**config.mk**
```make
export PLATFORM = sky130hd
export DESIGN_NAME = seg_scan_ctrl
export DESIGN_NICKNAME = d
export VERILOG_FILES = /design/src/rtl/seg_scan_ctrl.sv
export SDC_FILE = /design/constraint.sdc
export NUM_CORES = 1
export LEC_CHECK = 0
export ABC_AREA = 1
export BUFFER_PORTS_ARGS = -buffer_cell sky130_fd_sc_hd__buf_2
export CAP_MARGIN = 20
export CELL_PAD_IN_SITES_DETAIL_PLACEMENT = 2
export CELL_PAD_IN_SITES_GLOBAL_PLACEMENT = 2
export CORE_ASPECT_RATIO = 0.9
export CORE_MARGIN = 2
export CORE_UTILIZATION = 37
export CTS_CLUSTER_SIZE = 20
export DETAILED_ROUTE_END_ITERATION = 8
export GPL_TIMING_DRIVEN = 0
export PLACE_DENSITY_LB_ADDON = 0.1
export REMOVE_ABC_BUFFERS = 1
export SYNTH_ARGS = -nofsm -noshare
export SYNTH_HDL_FRONTEND = slang
export SYNTH_SLANG_ARGS = --single-unit
```
**constraint.sdc**
```tcl
create_clock -name clk -period 6.7 [get_ports clk]
set_clock_uncertainty 0.2 [all_clocks]
set_input_delay 0.335 -clock clk [delete_from_list [all_inputs] [get_ports clk]]
set_output_delay 0.335 -clock clk [all_outputs]
set_load 0.02 [all_outputs]
```
**src/rtl/seg_scan_ctrl.sv**
```systemverilog
// Eight-digit multiplexed 7-segment scanner with frame-synchronous shadow/active data commit.
// Optional blink support is compiled in when SEG_BLINK_EN is defined.
module seg_scan_ctrl #(
  parameter int SCAN_DIV  = 100000,
  parameter int BLANK_CYC = 1000
`ifdef SEG_BLINK_EN
  , parameter int BLINK_FRAMES = 64
`endif
) (
  input  logic        clk,
  input  logic        rst,
  input  logic [31:0] disp_data,
  input  logic [7:0]  disp_mask,
  input  logic [7:0]  dp_mask,
`ifdef SEG_BLINK_EN
  input  logic [7:0]  blink_mask,
`endif
  input  logic        load,
  output logic        load_ack,
  output logic        frame_done,
  output logic [7:0]  an_out,
  output logic [7:0]  seg_out
);
  localparam int CW = (SCAN_DIV > 1) ? $clog2(SCAN_DIV) : 1;
  localparam logic [CW-1:0] LAST = CW'(SCAN_DIV - 1);
  localparam logic [CW-1:0] BEND = CW'(BLANK_CYC - 1);

  typedef enum logic {BLANK, SHOW} st_t;

  st_t           st_q, st_d;
  logic [CW-1:0] cnt_q, cnt_d;
  logic [2:0]    idx_q, idx_d;
  logic          fresh_q;
  logic [31:0]   act_q, sh_q;
  logic          pend_q;
  logic          boundary, dark;
  logic [7:0]    an_d, seg_d;
  logic [3:0]    nib;

  function automatic logic [6:0] seg7(input logic [3:0] n);
    case (n)
      4'h0: seg7 = 7'h40;  4'h1: seg7 = 7'h79;  4'h2: seg7 = 7'h24;  4'h3: seg7 = 7'h30;
      4'h4: seg7 = 7'h19;  4'h5: seg7 = 7'h12;  4'h6: seg7 = 7'h02;  4'h7: seg7 = 7'h78;
      4'h8: seg7 = 7'h00;  4'h9: seg7 = 7'h10;  4'hA: seg7 = 7'h08;  4'hB: seg7 = 7'h03;
      4'hC: seg7 = 7'h46;  4'hD: seg7 = 7'h21;  4'hE: seg7 = 7'h06;  default: seg7 = 7'h0E;
    endcase
  endfunction

  // The very first BLANK of idx 0 after reset is not a frame boundary.
  assign boundary = (st_q == BLANK) && (idx_q == 3'd0) && (cnt_q == '0) && !fresh_q;
  assign nib      = act_q[{idx_q, 2'b00} +: 4];

`ifdef SEG_BLINK_EN
  localparam int FW = $clog2(BLINK_FRAMES + 1);
  logic [FW-1:0] fcnt_q;
  logic          blink_q;

  // The first boundary only starts the count; the phase flips every BLINK_FRAMES after it.
  always_ff @(posedge clk or posedge rst) begin
    if (rst) begin
      fcnt_q  <= '0;
      blink_q <= 1'b0;
    end else if (boundary) begin
      if (fcnt_q == FW'(BLINK_FRAMES)) begin
        fcnt_q  <= FW'(1);
        blink_q <= ~blink_q;
      end else begin
        fcnt_q  <= fcnt_q + FW'(1);
      end
    end
  end

  assign dark = blink_q & blink_mask[idx_q];
`else
  assign dark = 1'b0;
`endif

  always_comb begin
    st_d  = st_q;
    cnt_d = cnt_q + CW'(1);
    idx_d = idx_q;
    an_d  = 8'hFF;
    seg_d = 8'hFF;
    case (st_q)
      BLANK: if (cnt_q == BEND) st_d = SHOW;
      SHOW: begin
        if (cnt_q == LAST) begin
          st_d  = BLANK;
          cnt_d = '0;
          idx_d = idx_q + 3'd1;
        end
        seg_d = {~dp_mask[idx_q], seg7(nib)};
        if (disp_mask[idx_q] && !dark) an_d = ~(8'd1 << idx_q);
      end
      default: st_d = BLANK;
    endcase
  end

  always_ff @(posedge clk or posedge rst) begin
    if (rst) begin
      st_q    <= BLANK;
      cnt_q   <= '0;
      idx_q   <= '0;
      fresh_q <= 1'b1;
    end else begin
      st_q    <= st_d;
      cnt_q   <= cnt_d;
      idx_q   <= idx_d;
      fresh_q <= 1'b0;
    end
  end

  // A load on a boundary cycle lands in shadow after the old shadow has been committed.
  always_ff @(posedge clk or posedge rst) begin
    if (rst) begin
      act_q  <= '0;
      sh_q   <= '0;
      pend_q <= 1'b0;
    end else begin
      if (boundary && pend_q) act_q <= sh_q;
      if (load) sh_q <= disp_data;
      pend_q <= load | (pend_q & ~boundary);
    end
  end

  always_ff @(posedge clk or posedge rst) begin
    if (rst) begin
      an_out     <= 8'hFF;
      seg_out    <= 8'hFF;
      load_ack   <= 1'b0;
      frame_done <= 1'b0;
    end else begin
      an_out     <= an_d;
      seg_out    <= seg_d;
      load_ack   <= boundary & pend_q;
      frame_done <= boundary;
    end
  end
endmodule
```
Yosys cells after proc, flatten, opt, wreduce, memory -nomap -nowiden
Memory sizes are Yosys's and may differ from the RTL's.
Cells that the tools add are included.
- register bits: 105
- ROM bits: 112
- input port bits: 51
- output and inout bits: 18
- word-level logic and storage cells: 46
- memories: 1
- $add $sub $neg: 2
- magnitude comparators: 1
- eq/ne operators: 2
- shift operators: 2
- multiplexer cells: 12
- bitwise gates (word level): 7
- reductions and logical operators: 8
- memory list (name ; words ; bits a word ; read ports ; clocked after memory_dff ; wr ports ; line ; RTL):
    (name not given) ; 16 ; 7 ; 1 ; 0 ; 0 ; 41 ; case (n)
- operators by type and width (operator ; count):
    $mux W17 ; 2
    $shiftx A32 B6 Y4 ; 1
    $mux W8 ; 3
    $add A17 B1 Y17 const B ; 1
    $eq A17 B10 Y1 const B ; 1
    $eq A17 B17 Y1 const B ; 1
    $logic_not A17 Y1 ; 1
    $not A8 Y8 ; 1
    $shl A1 B3 Y8 const A ; 1
    $bmux W1 S3 ; 2
    $logic_and A1 B1 Y1 ; 4
    $lt A3 B4 Y1 const B ; 1
    $mux W1 ; 4
    $add A3 B1 Y3 const B ; 1
    $logic_not A3 Y1 ; 1
    $not A1 Y1 ; 3
    $and A1 B1 Y1 ; 2
    $pmux W1 S2 ; 1
    $reduce_and A2 Y1 ; 1
    $logic_not A1 Y1 ; 1
    $or A1 B1 Y1 ; 1

Logic depth before layout (Yosys ltp)
Gate-level depths: netlist of run 1.
- word-level depth: 7
- gate-level depth with buffers: 16
- mapped depth without buffers: 14

Worst setup path after synthesis of run 1
Ideal clock, no wire load.
- path type: reg-to-reg
- start point: register idx_q[0]
- end point: register act_q[10]
- library setup time: 0.117 ns
- arrival: 1.814 ns
- data required time: 6.383 ns
- setup slack: 4.569 ns
- stages on the path, launching flop included: 15
- path buffers: 4
- cell sequence: dfrtp_1 buf_4 inv_2 buf_6 ha_1 inv_1 nor2_1 nand2_1 nor3_1 and2_1 buf_4 nand3_4 buf_6 nand2_1 nand2_1
- cells in the longest elaborated chain, start to end: 5
- RTL lines (item ; line ; RTL):
    start, declared ; 32 ; logic [2:0] idx_q, idx_d;
    start signal, assigned ; 108 ; idx_q <= idx_d;
    $logic_not A3 Y1 ; 50 ; assign boundary = (st_q == BLANK) && (idx_q == 3'd0) && (cnt_q == '0) && !fresh_q;
    $logic_and A1 B1 Y1 (3 in a row) ; 50 ;
    $logic_and A1 B1 Y1 ; 120 ; if (boundary && pend_q) act_q <= sh_q;
    end signal, assigned ; 120 ;
    end, declared ; 34 ; logic [31:0] act_q, sh_q;
No other way between the ends.
A chain may end at the register's enable or synchronous reset.

Worst setup path in the final report of run 1
- start point: register idx_q[0]
- end point: register act_q[31]
Same word-level chain as after synthesis.

==> results of run 1 <==
==> layout by cell type (no fill, tap or decap), drive strengths merged <==
master / n
bufinv: 2
and2: 1
o22ai: 3
o221ai: 1
dlygate4sd3: 31
or2: 1
buf: 75
nor4: 1
and3: 2
nor3b: 1
ha: 14
nand3b: 1
a21oi: 4
dfstp: 17
xor2: 9
clkbuf: 12
nor2: 40
nor3: 8
clkinvlp: 2
conb: 1
inv: 63
nand2: 252
dfrtp: 88
o21ai: 15
nand4: 42
nand3: 50
o211ai: 1
==> power by group <==
group	internal (W)	switching, W	total, W
sequential	0.000659	0.0000144	0.000673
combinational	0.0000420	0.0000551	0.0000971
clock	0.000348	0.000244	0.000592
total	0.00105	0.000313	0.00136
==> critical path, cell delays in order (launching register included) <==
cell     delay [ps]
dfrtp_1         750
inv_2           590
ha_1            260
inv_1            50
nor2_1          150
nand2_1          80
nor3_1          130
and2_1          240
buf_16          190
buf_8           160
nand3_4         340
nand2_1         200
nand2_1          70
==> final cells by class <==
class	count	area (sq um)
clock buffers	12	256
clock inverters	4	75.1
fillers	1553	7160
inverters	63	239
multi-input cells	447	2120
flip-flops and latches	105	2650
well taps	168	210
repair buffers	106	806
==> through the flow <==
step / worst slack, ps / area, sq um
detailed placement: 3130 / 5690
finish: 3180 / 6360
floorplan: 3430 / 5000
global route: 2830 / 6360
CTS: 3090 / 6320
global placement: 2030 / 5550
==> repair_timing <==
item / CTS / global route
gates resized for setup: 0 / 0
endpoints found under the hold margin: 62 / 1
hold buffers: 30 / 1
setup endpoints to repair: 0 / 0
==> metal layers <==
metal  vias to the layer above  share of wire  GRT usage
met5                         -              0          0
met4                         0          0.010     0.0507
met3                        14          0.030     0.0554
met2                        71           0.50      0.405
met1                      2300           0.46      0.290
li1                       2215              -          -
==> flip-flops by register name (all words and copies together) (netlist names) <==
register and cells:
an_out 8, sh_q 32, pend_q 1, idx_q 3, act_q 32, frame_done 1, cnt_q 17, st_q 1
fresh_q 1, load_ack 1, seg_out 8
==> path summary, 6_finish.rpt <==
check	endpoint	slack (ps)
max	act_q[31]	3180
min	sh_q[6]	3
max reg2reg	act_q[31]	3180
min reg2reg	act_q[18]	270
max in group asynchronous	an_out[6]	5120
min in group asynchronous	sh_q[10]	410
==> cell families after synthesis <==
family | after synthesis | share of synthesized area
AO/OA/AOI/OAI | 24 | 0.0252
XOR/XNOR | 9 | 0.0152
other | 1 | 0.000725
buffers and inverters | 93 | 0.0791
adder cells (fa/ha/maj) | 14 | 0.0339
flip-flops | 105 | 0.512
AND/OR/NAND/NOR | 399 | 0.334
==> results by group, run 1 <==
Outcome
  • Outcome: complete, no violations

Yosys
  • Synth area leader: dfrtp_1
  • Area contributors post-synth: dfrtp_1, nand2_1, dfstp_2
  • Synthesized area: 5170 sq um
  • Sequential area share after synthesis: 0.512
  • Main synth FF type: dfrtp_1
  • Async SR Flop Fraction: 1.00
  • Count of different cell masters after synthesis: 34
  • Top cells by count, synth: nand2_1, dfrtp_1, inv_1, nand3_1, nand4_1
  • Warnings, synthesis: 0
  • Mean Syn Cell Area: roughly 8.0 sq um
  • Post-Syn Instances: about 650
  • EDFF count, synth: 0
  • Top cell type's share of synthesized area: 0.426
  • Synth Register Bits: ~110
  • Cell with the most instances after synthesis: nand2_1

Placed design
  • Placed instance count: 857
  • Gp weighted congestion: roughly 0.79
  • DP Wirelength: about 11000 microns
  • Port-buffer cells: 68

Finish
  • Nets: 797
  • Layout cell share with drive strength beyond 1: 0.159
  • # diodes: 0
  • Final core occ: 0.470
  • Non-Filler Instances: about 900
  • Area grow syn2layout: 22.9%

Setup path
  • Crit start category: flop
  • Critical Path Source: idx_q[0]
  • Worst EP required: ~6800 ps
  • Reg2Reg Depth: 12
  • WP data arrival: approximately 3600 ps
  • Crit path capture type: flop
  • Launching point of the worst reg2reg path: idx_q[0]
  • Crit Path Class: flop to flop
  • Max FO, Critical Path: 33

Floorplan
  • Die Span X: 129 microns
  • Std cell rows: 40
  • Top Ports: between 60 and 70
  • Die height: 116 microns
  • Die area: approximately 15000 sq um
  • Initial core utilization: 0.383
  • Core area: 13500 sq um

Clock tree
  • Worst-Skew Late Latency: 360 ps
  • Reg clk slew, reported paths: 70 ps
  • CTS tree: yes
  • CTS Buffer Depth: 2
  • Num CTS Buffers: 9
  • Post-CTS setup buffers: 0
  • H-tree levels: 3
  • Clk sinks: 105
  • CTS root buffer: clkbuf_16

Global routing
  • Global Route Usage Sum: 0.230
  • Largest net degree at the start of global routing: 63
  • First-pass GRT wire length: ~26000 microns
  • Initial antenna violation count: 0
  • Grt ovf: 0
  • Number of global-route vias before repair: 5148

STA
  • Final setup vio count: 0
  • Final Slew Violations: 0
  • Worst-Margin Slew: between 900 and 1000 ps
  • Hold Fails Final Rpt: 0
  • WHS: roughly 3.4 ps
  • Final critical-path share of the clock period: 0.526
  • Worst slew margin: 0.350
  • RSZ-0062 raised after global routing: false
  • FMAX: 0.284 GHz
  • TNS Setup: 0 ps
  • Min cycle time layout: 3520 ps

Detailed routing
  • WL/cell: approximately 18 microns
  • DRC errors left: 0
  • Post-detailed-route count of antenna-violating nets: 0
  • Via Count: between 4000 and 5000
  • Vias per cell: approximately 5
  • Drt total wl: 15900 microns
  • First-pass DRT Iterations: 4
  • Initial drt markers: 150

Power
  • P_leak: approximately 3.2 nW
  • PD cells: roughly 210 nW/um^2
  • Total design power: 0.00136 W
  • Peak VDD IR: 0.000145 V

Flow run
  • # Max-Cap Violations: 0

Hold path
  • Hold_sp: disp_data[6]
  • Hold depth: 3
  • Min-delay worst type: input pin to flop
(Power assumes the default switching activity.)
==> run 2, diff against run 1 <==
CORE_UTILIZATION = 34   (was 37)
clock period = 3.49 ns   (was 6.7 ns; I/O delays follow)
==> run 2 against run 1 <==
Effect of this change: critical path depth decreased by 1; routed wire length increased by 1.0%; global-route usage decreased by 1.4 points; power increased by 87%; register-to-register slack got worse by 2900 ps; clock power increased by 79%; final area increased by 1.1%; non-clock buffer count increased by 5; utilization decreased by 3.7 points; sequential cell count unchanged; critical endpoint is now act_q[8]; largest power group unchanged; highest routed layer unchanged.
==> results by group, run 2 (same netlist as run 1, synthesis figures left out) <==
Power
  • Int Power: 0.00193 W (+84%)
  • P_leak: 3.27 nW (+0.56%)
  • Logic pwr share: 0.074 (+0.003)
  • Peak VDD IR: 0.000252 V (+73%)
  • Clock network power share: 0.417 (-0.018)
  • Net Sw Frac: 0.242 (+0.0124)
  • PD cells: 396 nW/um^2 (+85%)
  • Part of the power in registers: 0.508 (+0.014)
  • Psw: 0.000616 W (+97%)

Clock tree
  • CTS root buffer: clkbuf_16
  • Reg clk slew, reported paths: 70 ps (about the same)
  • Worst-Skew Late Latency: 360 ps (about the same)
  • Num CTS Buffers: 9 (unchanged)
  • H-tree levels: 3 (unchanged)
  • Clk sinks: 105 (unchanged)
  • CTS tree: yes
  • CTS Buffer Depth: 2 (unchanged)

Flow run
  • # Max-Cap Violations: 0 (unchanged)

Finish
  • Largest registers: act_q: 32 flops, sh_q: 32 flops, cnt_q: 17 flops
  • Layout cell share with drive strength beyond 1: 0.164 (+0.00567)
  • Finished Cell Area: 6430 sq um (+1.1%)
  • Commonest non-fill, non-tap cells in the layout: nand2_1, dfrtp_1, buf_2
  • # diodes: 0 (unchanged)
  • Area grow syn2layout: 24.3%
  • Final core occ: 0.434 (-0.0367)
  • Most common cell after layout, fill and taps aside: nand2_1
  • Non-Filler Instances: 940 (+3.9%)
  • Nets: 802 (+0.63%)

STA
  • Min cycle time layout: 3170 ps (-359 ps)
  • FMAX: 0.316 GHz (+11%)
  • Hold Fails Final Rpt: 0 (unchanged)
  • Final WS setup: 324 ps (-2850 ps)
  • RSZ-0062 raised after global routing: false
  • Worst slew margin: 0.469 (+0.119)
  • Final setup vio count: 0 (unchanged)
  • Final Slew Violations: 0 (unchanged)
  • Final critical-path share of the clock period: 0.907 (+0.381)
  • TNS Setup: 0 ps (unchanged)
  • Worst-Margin Slew: 797 ps (-178 ps)

Global routing
  • Largest net degree at the start of global routing: 59 (-6.3%)
  • Global Route Usage Sum: 0.216 (-0.0142)
  • First-pass GRT wire length: 27100 microns (+2.4%)
  • Number of global-route vias before repair: 5235 (+1.7%)
  • Initial antenna violation count: 0 (unchanged)
  • Grt ovf: 0 (unchanged)

Setup path
  • Max FO, Critical Path: 33 (unchanged)
  • Crit start category: flop
  • Crit path capture type: flop
  • Worst EP required: 3530 ps (-3220 ps)
  • WP data arrival: 3210 ps (-360 ps)
  • Crit Path Class: flop to flop

Floorplan
  • Die Span X: 134 microns (+4.2%)
  • Die height: 121 microns (+4.2%)
  • Initial core utilization: 0.349 (-0.0337)
  • Die area: 16200 sq um (+8.5%)
  • Std cell rows: 42 (+5.0%)
  • Core area: 14800 sq um (+9.7%)
  • Top Ports: 69 (unchanged)

Detailed routing
  • First-pass DRT Iterations: 4 (unchanged)
  • DRC errors left: 0 (unchanged)
  • Initial drt markers: 224 (+49%)
  • Via Count: 4597 (-0.065%)
  • Post-detailed-route count of antenna-violating nets: 0 (unchanged)
  • WL/cell: 17.1 microns (-2.7%)
  • Drt total wl: 16100 microns (+1.0%)
  • Vias per cell: 4.89 (-3.8%)

Placed design
  • Placed cell areas: 5720 sq um (+0.62%)
  • Placed instance count: 886 (+3.4%)
  • Gp weighted congestion: 0.842 (+6.6%)
  • Port-buffer cells: 68 (unchanged)
  • DP Wirelength: 10900 microns (+1.8%)
  • Pre-CTS setup slack: -293 ps (-3430 ps)

Outcome
  • Outcome: complete, no violations

Hold path
  • Min-delay worst type: input pin to flop
-- run 2: layout make-up --
type                    count  area, sq um
clock buffers              10          239
clock inverters             6         65.1
multi-input cells         447         2120
repair buffers            111          858
inverters                  63          245
well taps                 198          248
flip-flops and latches    105         2650
fillers                  1725         8390
-- run 2: critical path: stages (launching register included) --
cell	delay, ps
dfrtp_2	630
inv_4	340
ha_1	220
inv_1	40
nor2_1	160
nand2_1	80
nor3_1	130
and2_2	350
buf_16	210
nand3_4	350
nand2_1	200
nand2_1	70
-- run 2: timing repair --
action,4_1_cts,5_1_grt
endpoints found under the setup margin,33,5
buffers inserted,0,2
endpoints found under the hold margin,84,0
resized for setup,4,0
hold buffers,35,0
-- run 2: final timing paths --
check | startpoint | to | slack, ps | depth (start not counted)
max | idx_q[0] | act_q[8] | 320 | 11
min | dp_mask[4] | seg_out[7] | 80 | 4
max reg2reg | idx_q[0] | act_q[8] | 320 | 11
min reg2reg | sh_q[6] | sh_q[6] | 280 | 2
max in group asynchronous | rst | seg_out[2] | 1980 | 4
min in group asynchronous | rst | act_q[4] | 310 | 3
-- run 2: routing by layer --
metal  part of all wire  GRT usage
met5                  0          0
met4              0.010     0.0533
met3              0.031     0.0447
met2               0.50      0.385
met1               0.46      0.269
-- run 2: power groups by stage --
stage,Sequential [W],Clock (W),Combinational [W]
2_1_floorplan,0.00131,0,0.0000867
3_3_place_gp,0.00131,0,0.000142
3_5_place_dp,0.00132,0,0.000157
4_1_cts,0.00129,0.00110,0.000189
5_1_grt,0.00130,0.00114,0.000219
6_report,0.00129,0.00106,0.000188
-- run 2: through the flow --
step	hold slack, ps	total power, W
final	83.9	0.00254
after global routing	120	0.00266
after CTS	9.92	0.00259
after detailed placement	178	0.00147
after global placement	174	0.00146
after floorplan	86.9	0.00139
